### src/rtl/uart_tx_fifo_feeder.sv
// uart_tx_fifo_feeder: byte FIFO plus launch sequencer feeding a UART transmitter
// Ports: clk/rst (sync, active-high); i_s_data/i_s_valid/o_s_ready byte stream in;
//   i_flush discards queued bytes; o_tx_data/o_tx_start launch a byte, i_tx_busy/i_tx_done
//   report transmitter progress; o_fifo_count/o_fifo_empty/o_fifo_full show queue state;
//   i_cts_n (active-low clear-to-send) exists only when UART_TX_CTS_EN is defined.
module uart_tx_fifo_feeder #(
  parameter int DEPTH = 64,
  localparam int CNT_W = $clog2(DEPTH) + 1
) (
  input  logic             clk,
  input  logic             rst,
  input  logic [7:0]       i_s_data,
  input  logic             i_s_valid,
  output logic             o_s_ready,
  input  logic             i_flush,
  output logic [7:0]       o_tx_data,
  output logic             o_tx_start,
  input  logic             i_tx_busy,
  input  logic             i_tx_done,
`ifdef UART_TX_CTS_EN
  input  logic             i_cts_n,
`endif
  output logic [CNT_W-1:0] o_fifo_count,
  output logic             o_fifo_empty,
  output logic             o_fifo_full
);
  localparam int AW = $clog2(DEPTH);
  typedef enum logic {IDLE, WAIT_DONE} state_t;
  state_t           r_state, w_next;
  logic [7:0]       r_mem [DEPTH];
  logic [AW-1:0]    r_wr_ptr, r_rd_ptr;
  logic [CNT_W-1:0] r_count;
  logic [7:0]       r_tx_data;
  logic             r_tx_start;
  logic             w_push, w_pop, w_cts_ok;
`ifdef UART_TX_CTS_EN
  // cts_n is asynchronous; reset to "not clear" so nothing launches until it is seen low
  logic r_cts_meta, r_cts_sync;
  always_ff @(posedge clk)
    if (rst) {r_cts_meta, r_cts_sync} <= 2'b11;
    else {r_cts_meta, r_cts_sync} <= {i_cts_n, r_cts_meta};
  assign w_cts_ok = !r_cts_sync;
`else
  assign w_cts_ok = 1'b1;
`endif
  assign o_fifo_count = r_count;
  assign o_fifo_empty = r_count == '0;
  assign o_fifo_full  = r_count == CNT_W'(DEPTH);
  assign o_s_ready    = !o_fifo_full;
  assign o_tx_data    = r_tx_data;
  assign o_tx_start   = r_tx_start;
  // a push coinciding with flush is dropped
  assign w_push = i_s_valid && o_s_ready && !i_flush;
  always_comb begin
    w_pop  = r_state == IDLE && !o_fifo_empty && !i_tx_busy && w_cts_ok;
    w_next = r_state == IDLE ? (w_pop ? WAIT_DONE : IDLE) : (i_tx_done ? IDLE : WAIT_DONE);
  end
  always_ff @(posedge clk)
    if (rst) r_state <= IDLE;
    else r_state <= w_next;
  always_ff @(posedge clk)
    if (w_push) r_mem[r_wr_ptr] <= i_s_data;
  // flush realigns rd_ptr to wr_ptr; a same-cycle pop has already captured its byte
  always_ff @(posedge clk)
    if (rst) begin
      r_wr_ptr   <= '0;
      r_rd_ptr   <= '0;
      r_count    <= '0;
      r_tx_start <= 1'b0;
      r_tx_data  <= 8'h00;
    end else begin
      r_tx_start <= w_pop;
      if (w_pop) r_tx_data <= r_mem[r_rd_ptr];
      if (w_push) r_wr_ptr <= r_wr_ptr + AW'(1);
      r_rd_ptr <= i_flush ? r_wr_ptr : r_rd_ptr + AW'(w_pop);
      r_count  <= i_flush ? '0 : r_count + CNT_W'(w_push) - CNT_W'(w_pop);
    end
endmodule
### config.mk
export PLATFORM = sky130hd
export DESIGN_NAME = uart_tx_fifo_feeder
export DESIGN_NICKNAME = d
export VERILOG_FILES = /design/src/rtl/uart_tx_fifo_feeder.sv
export SDC_FILE = /design/constraint.sdc
export NUM_CORES = 1
export LEC_CHECK = 0
export BUFFER_PORTS_ARGS = -buffer_cell sky130_fd_sc_hd__buf_4
export CORE_ASPECT_RATIO = 1.4
export CORE_MARGIN = 1.5
export CORE_UTILIZATION = 55
export DETAILED_ROUTE_END_ITERATION = 10
export PLACE_DENSITY_LB_ADDON = 0.08
export SYNTH_ARGS = -nofsm -noshare
export SYNTH_HDL_FRONTEND = slang
export SYNTH_SLANG_ARGS = --single-unit
### constraint.sdc
create_clock -name clk -period 3 [get_ports clk]
set_input_delay 0.15 -clock clk [delete_from_list [all_inputs] [get_ports clk]]
set_output_delay 0.15 -clock clk [all_outputs]
set_load 0.01 [all_outputs]
# Yosys cells after proc, flatten, opt, wreduce, memory -nomap -nowiden

Memory sizes are Yosys's and may differ from the RTL's. A register that Yosys moved wholly into a read port is not among the register bits.
Cells that the tools add are included.

Reduce and logical (&&, ||, !) cells: 10
Bitwise logic cells: 1
Muxes and demuxes: 6
Equality and inequality tests: 1
Add/subtract/negate cells: 4

Operator list:

| cell                | count |
|---|---|
| $add 7x1->7         | 1 |
| $eq 7x7->1 const B  | 1 |
| $logic_not 7->1     | 1 |
| $sub 7x1->7         | 1 |
| $add 6x1->6         | 1 |
| $add 6x1->6 const B | 1 |
| $mux 6              | 1 |
| $mux 1              | 5 |
| $logic_and 1x1->1   | 4 |
| $logic_not 1->1     | 4 |
| $reduce_or 2->1     | 1 |
| $not 1->1           | 1 |

Bits in writable memories: 512
Register bits: 21
Input port bits: 14
Logic and storage cells: 28
Output and inout port bits: 19
Memories kept: 1

Memories:

| memory | depth | width | read ports | clocked after Yosys merged registers in | wr ports | RTL line | RTL |
|---|---|---|---|---|---|---|---|
| r_mem  | 64    | 8     | 1          | 1                                       | 1        | 30       | `logic [7:0] r_mem [DEPTH];` |

# Longest topological paths before layout

Depth in word-level cells: 6
Gate-level depth with buffers: 15
Gate-level depth less buffers: 15

# Worst setup path after synthesis

OpenSTA, ideal clock, no wires.

Kind: reg-to-reg
From: register r_count[4] (netlist: o_fifo_count[4])
To: register r_count[6] (netlist: o_fifo_count[6])
Period minus slack after synthesis: 2.966 ns
Arrival time: 2.896 ns
Required time: 2.930 ns
Setup time: 0.070 ns
Path slack: 0.034 ns
Stages on the path, launching flop included: 16
Path buffers: 0
Cell sequence: dfxtp_1 inv_1 ha_1 nor4bb_1 a21oi_2 inv_1 ha_1 inv_1 ha_1 fa_1 a21oi_1 o21bai_1 a21oi_1 nor2_1 or3_1 a21oi_1

Cells in the longest elaborated chain, start to end: 6
Elaborated cells between the ends (all ways): 10
Those cells by class: add/sub: 2; eq/ne: 1; reduce/logical: 7

RTL lines:

| what                            | RTL line | RTL |
|---|---|---|
| start: declaration              | 32       | `logic [CNT_W-1:0] r_count;` |
| start signal: assignment        | 76       | `r_count <= i_flush ? '0 : r_count + CNT_W'(w_push) - CNT_W'(w_pop);` |
| $eq 7x7->1                      | 48       | `assign o_fifo_full = r_count == CNT_W'(DEPTH);` |
| $logic_not 1->1                 | 49       | `assign o_s_ready = !o_fifo_full;` |
| $logic_and 1x1->1 (2 in series) | 53       | `assign w_push = i_s_valid && o_s_ready && !i_flush;` |
| $add 7x1->7                     | 76       |  |
| $sub 7x1->7 (*)                 | 76       |  |

Every way passes the cells marked *; elsewhere a longest branch is shown, timed or not.
A chain may end at the register's enable or synchronous reset.

# Final worst setup path

From: register r_count[4] (netlist: o_fifo_count[4])
To: register r_count[6] (netlist: o_fifo_count[6])

Elaborated cells between the ends (all ways): 10
Those cells by class: add/sub: 2; eq/ne: 1; reduce/logical: 7

RTL lines:

| what                            | RTL line | RTL |
|---|---|---|
| $logic_not 7->1                 | 47       | `assign o_fifo_empty = r_count == '0;` |
| $logic_not 1->1                 | 55       | `w_pop = r_state == IDLE && !o_fifo_empty && !i_tx_busy && w_cts_ok;` |
| $logic_and 1x1->1 (2 in series) | 55       |  |
| named net w_pop                 | 35       | `logic w_push, w_pop, w_cts_ok;` |
| $sub 7x1->7                     | 76       |  |

The timed path passes the listed nets, and every way through them passes these cells.

==> flow_summary.toml <==
[outcome]
status = "finished, final reports clean"

[layout]
layout_commonest_cell = "edfxtp_1"
final_nets = 1350
synthToLayoutAreaGrowth_pct = 15.31
n_antenna_cell = 0
fin_cells = 1885
drive_gt1_frac = 0.2561
layout_common_cells = "512 x edfxtp_1, 158 x buf_4, 102 x nor2_1"

[synth]
synth_top_family_by_area = "multiplexers"
synth_flop_cell = "edfxtp_1"
synth_area_leader_cell = "edfxtp_1"
synthXorXnorAreaFrac = 0.004924
yosys.area_share.simple = 0.04437
synth_compound_area_frac = 0.04660
yosys_warnings = 0
synth-edff-count = 512
muxShareOfSynthArea = 0.1286
synth.top_cell.area_share = 0.7203
syn_avg_cell_area_sq_um = 18.26
ys_ff_latch = 541
synth.distinct_cells = 53
async_reset_ff_frac = 0
syn-num-nets = 1196
syn_inst = 1169
seq_area_frac_synth = 0.7475
syn_area_sq_um = 21350
synthAdderAreaFrac = 0.007972
yosys-top-cells-area = "edfxtp_1 72%, mux4_2 7.7%, mux2i_1 4.3%"

[clocking]
cts_tree = "built"
root_buffer = "clkbuf_16"
cts_max_level = 2
path_clk_slew_ns = 0.06
clock_latency_ns = 0.57
cts_inserted_buffers = 48
clock_sinks = 541
clk_path_buf_depth = 3

[timing]
finClkSkew_ns = 0.01613
rsz0062_at_grt = "yes"
worst_pin_slew_ns = 0.9842
finalSetupViolCount = 0
post-route-period-util = 0.9543
slew-limit-headroom = 0.3414
hold_viol_final = 0
fmax_mhz = 349.3
finalCriticalPeriod_ns = 2.863
maxSlewViolCount = 0

[worst_setup_path]
cp.arrival_ns = 3.36
r2r_end = "o_fifo_count[6]$_SDFF_PP0_"
r2r_start = "o_fifo_count[4]$_SDFF_PP0_"
critPathCaptureType = "flop"
cp.required_ns = 3.50
cp_max_fo = 3
start_kind = "flop"
crit_type = "flop to flop"
r2r_slack_ns = 0.14
rr_worst_depth = 15

[job]
max_cap_violations = 0

[floorplanning]
ioPinCount = 33
die-area_sq_um = 40020
dieHeight_microns = 236.1
rows = 85
die_w_microns = 169.5
start_util = 0.5560
core_area_sq_um = 38390

[global_route]
grt_pass1_wl_mm = 71.65
antenna_found_initial = 0
grt_max_degree = 65
grt_overflow = 0
grt_pass1_vias = 11579
grt_use_total = 0.2470

[worst_hold_path]
hp-start = "i_s_valid"
hold_depth = 6
hold_end = "r_wr_ptr[1]$_SDFFE_PP0P_"
min_path_type = "input pin to flop"

[drt]
via_count = 11171
wl_per_cell_microns = 25.47
drtPass1Iterations = 5
drcViolationCount = 0
via_per_inst = 5.926
final_antenna_net_count = 0
wirelength_mm = 48.02
drt-initial-drc-count = 996

[placed_design]
place_congestion = 0.8801
numPortBuffers = 32
placed_cells = 1789
hpwl_mm = 29.74

[pwr]
vdd_drop_max_v = 0.0007353
leakagePower_nw = 7.930
p_total_mw = 17.05
power_per_cell_area_nw_per_um2 = 692.8
[what timing repair did]
item                                   4_1_cts  5_1_grt
gates resized for setup                      2        9
pin swaps                                    0        3
setup endpoints to repair                    1        2
hold buffers                                 4        1
endpoints found under the hold margin       14        1
setup buffers                                0        1
[worst max-delay path: stages, from the launching register on]
cell	delay (ns)
dfxtp_2	0.33
inv_1	0.07
ha_1	0.18
nand4bb_1	0.17
o21ai_2	0.21
inv_2	0.07
ha_1	0.27
inv_1	0.04
ha_1	0.20
fa_2	0.37
a21oi_1	0.13
o21bai_1	0.09
a21oi_1	0.14
nor2_1	0.07
or3_1	0.34
a21oi_1	0.14
[registers in the layout, summed over array words and instances, names as in the netlist]
register and cells:
r_mem 512, o_tx_start 1, o_fifo_count 7, o_tx_data 8
r_rd_ptr 6, r_wr_ptr 6, r_state 1
[cell usage after synthesis, types with 8 or more instances]
master     count
o22ai_1       46
mux2_2        16
buf_4         10
a211oi_1      14
o21ai_0       12
or3_1          8
a21oi_1       15
nor2_1       102
a221o_1       14
edfxtp_1     512
inv_1         14
ha_1          12
a2111oi_0      8
nand3_1        8
nor2b_1       17
nand2_1       19
dfxtp_1       29
mux4_2        73
clkbuf_1      16
mux2i_1       92
nor3_1        20
buf_2         30
[where the power goes]
group / switching [mW] / internal, mW / total, mW / leakage (nW)
registers: 0.172 / 8.38 / 8.55 / 4.84
clock network: 2.65 / 3.43 / 6.08 / 0.765
logic: 1.20 / 1.22 / 2.42 / 2.32
[per-layer routing]
layer | global-route usage | up-vias | part of all wire
met5 | 0 | - | 0
li1 | - | 5016 | -
met4 | 0.09493 | 0 | 0.037
met1 | 0.3291 | 5710 | 0.40
met2 | 0.4224 | 352 | 0.51
met3 | 0.02483 | 93 | 0.049
[worst max-delay path by stage]
stage	start	endpoint	cells past startpoint	slack, ns
finish	o_fifo_count[4]$_SDFF_PP0_	o_fifo_count[6]$_SDFF_PP0_	15	0.14
global route	o_fifo_count[5]$_SDFF_PP0_	o_fifo_count[6]$_SDFF_PP0_	15	-0.12
CTS	o_fifo_count[4]$_SDFF_PP0_	o_fifo_count[6]$_SDFF_PP0_	15	0.008
detailed placement	o_fifo_count[3]$_SDFF_PP0_	o_fifo_count[6]$_SDFF_PP0_	15	-0.003
global placement	o_fifo_count[2]$_SDFF_PP0_	o_fifo_count[6]$_SDFF_PP0_	15	0.05
floorplan	o_fifo_count[4]$_SDFF_PP0_	o_fifo_count[6]$_SDFF_PP0_	15	0.03
[cell type report]
type | instances | area, sq um
Timing Repair Buffer | 171 | 1396
Clock inverter | 34 | 299.0
Inverter | 15 | 56.30
Tap cell | 522 | 653.1
Clock buffer | 56 | 1252
Fill cell | 2708 | 13780
Multi-Input combinational cell | 546 | 4985
Sequential cell | 541 | 15970
[cells by family (layout without fill, tap and decap cells)]
logic type / Yosys count / after routing
compound gates: 140 / 140
xor+xnor: 12 / 12
fa+ha+maj: 13 / 13
buf+inv: 82 / 276
flops: 541 / 541
mux: 181 / 181
simple gates: 200 / 200
[through the flow]
stage	setup WS (ns)	util	TNS (ns)	hold WS [ns]	instance area, sq um
global route	-0.1196	0.6411	-0.1196	0.1310	24610
floorplan	0.03431	-	0	0.2489	21350
detailed placement	-0.002501	0.5985	-0.002501	0.4311	22980
CTS	0.008090	0.6401	0	0.01864	24570
global placement	0.05447	0.5985	0	0.4142	22980
finish	0.1372	0.6411	0	0.1105	24610
Power figures use the tool's default switching activity.
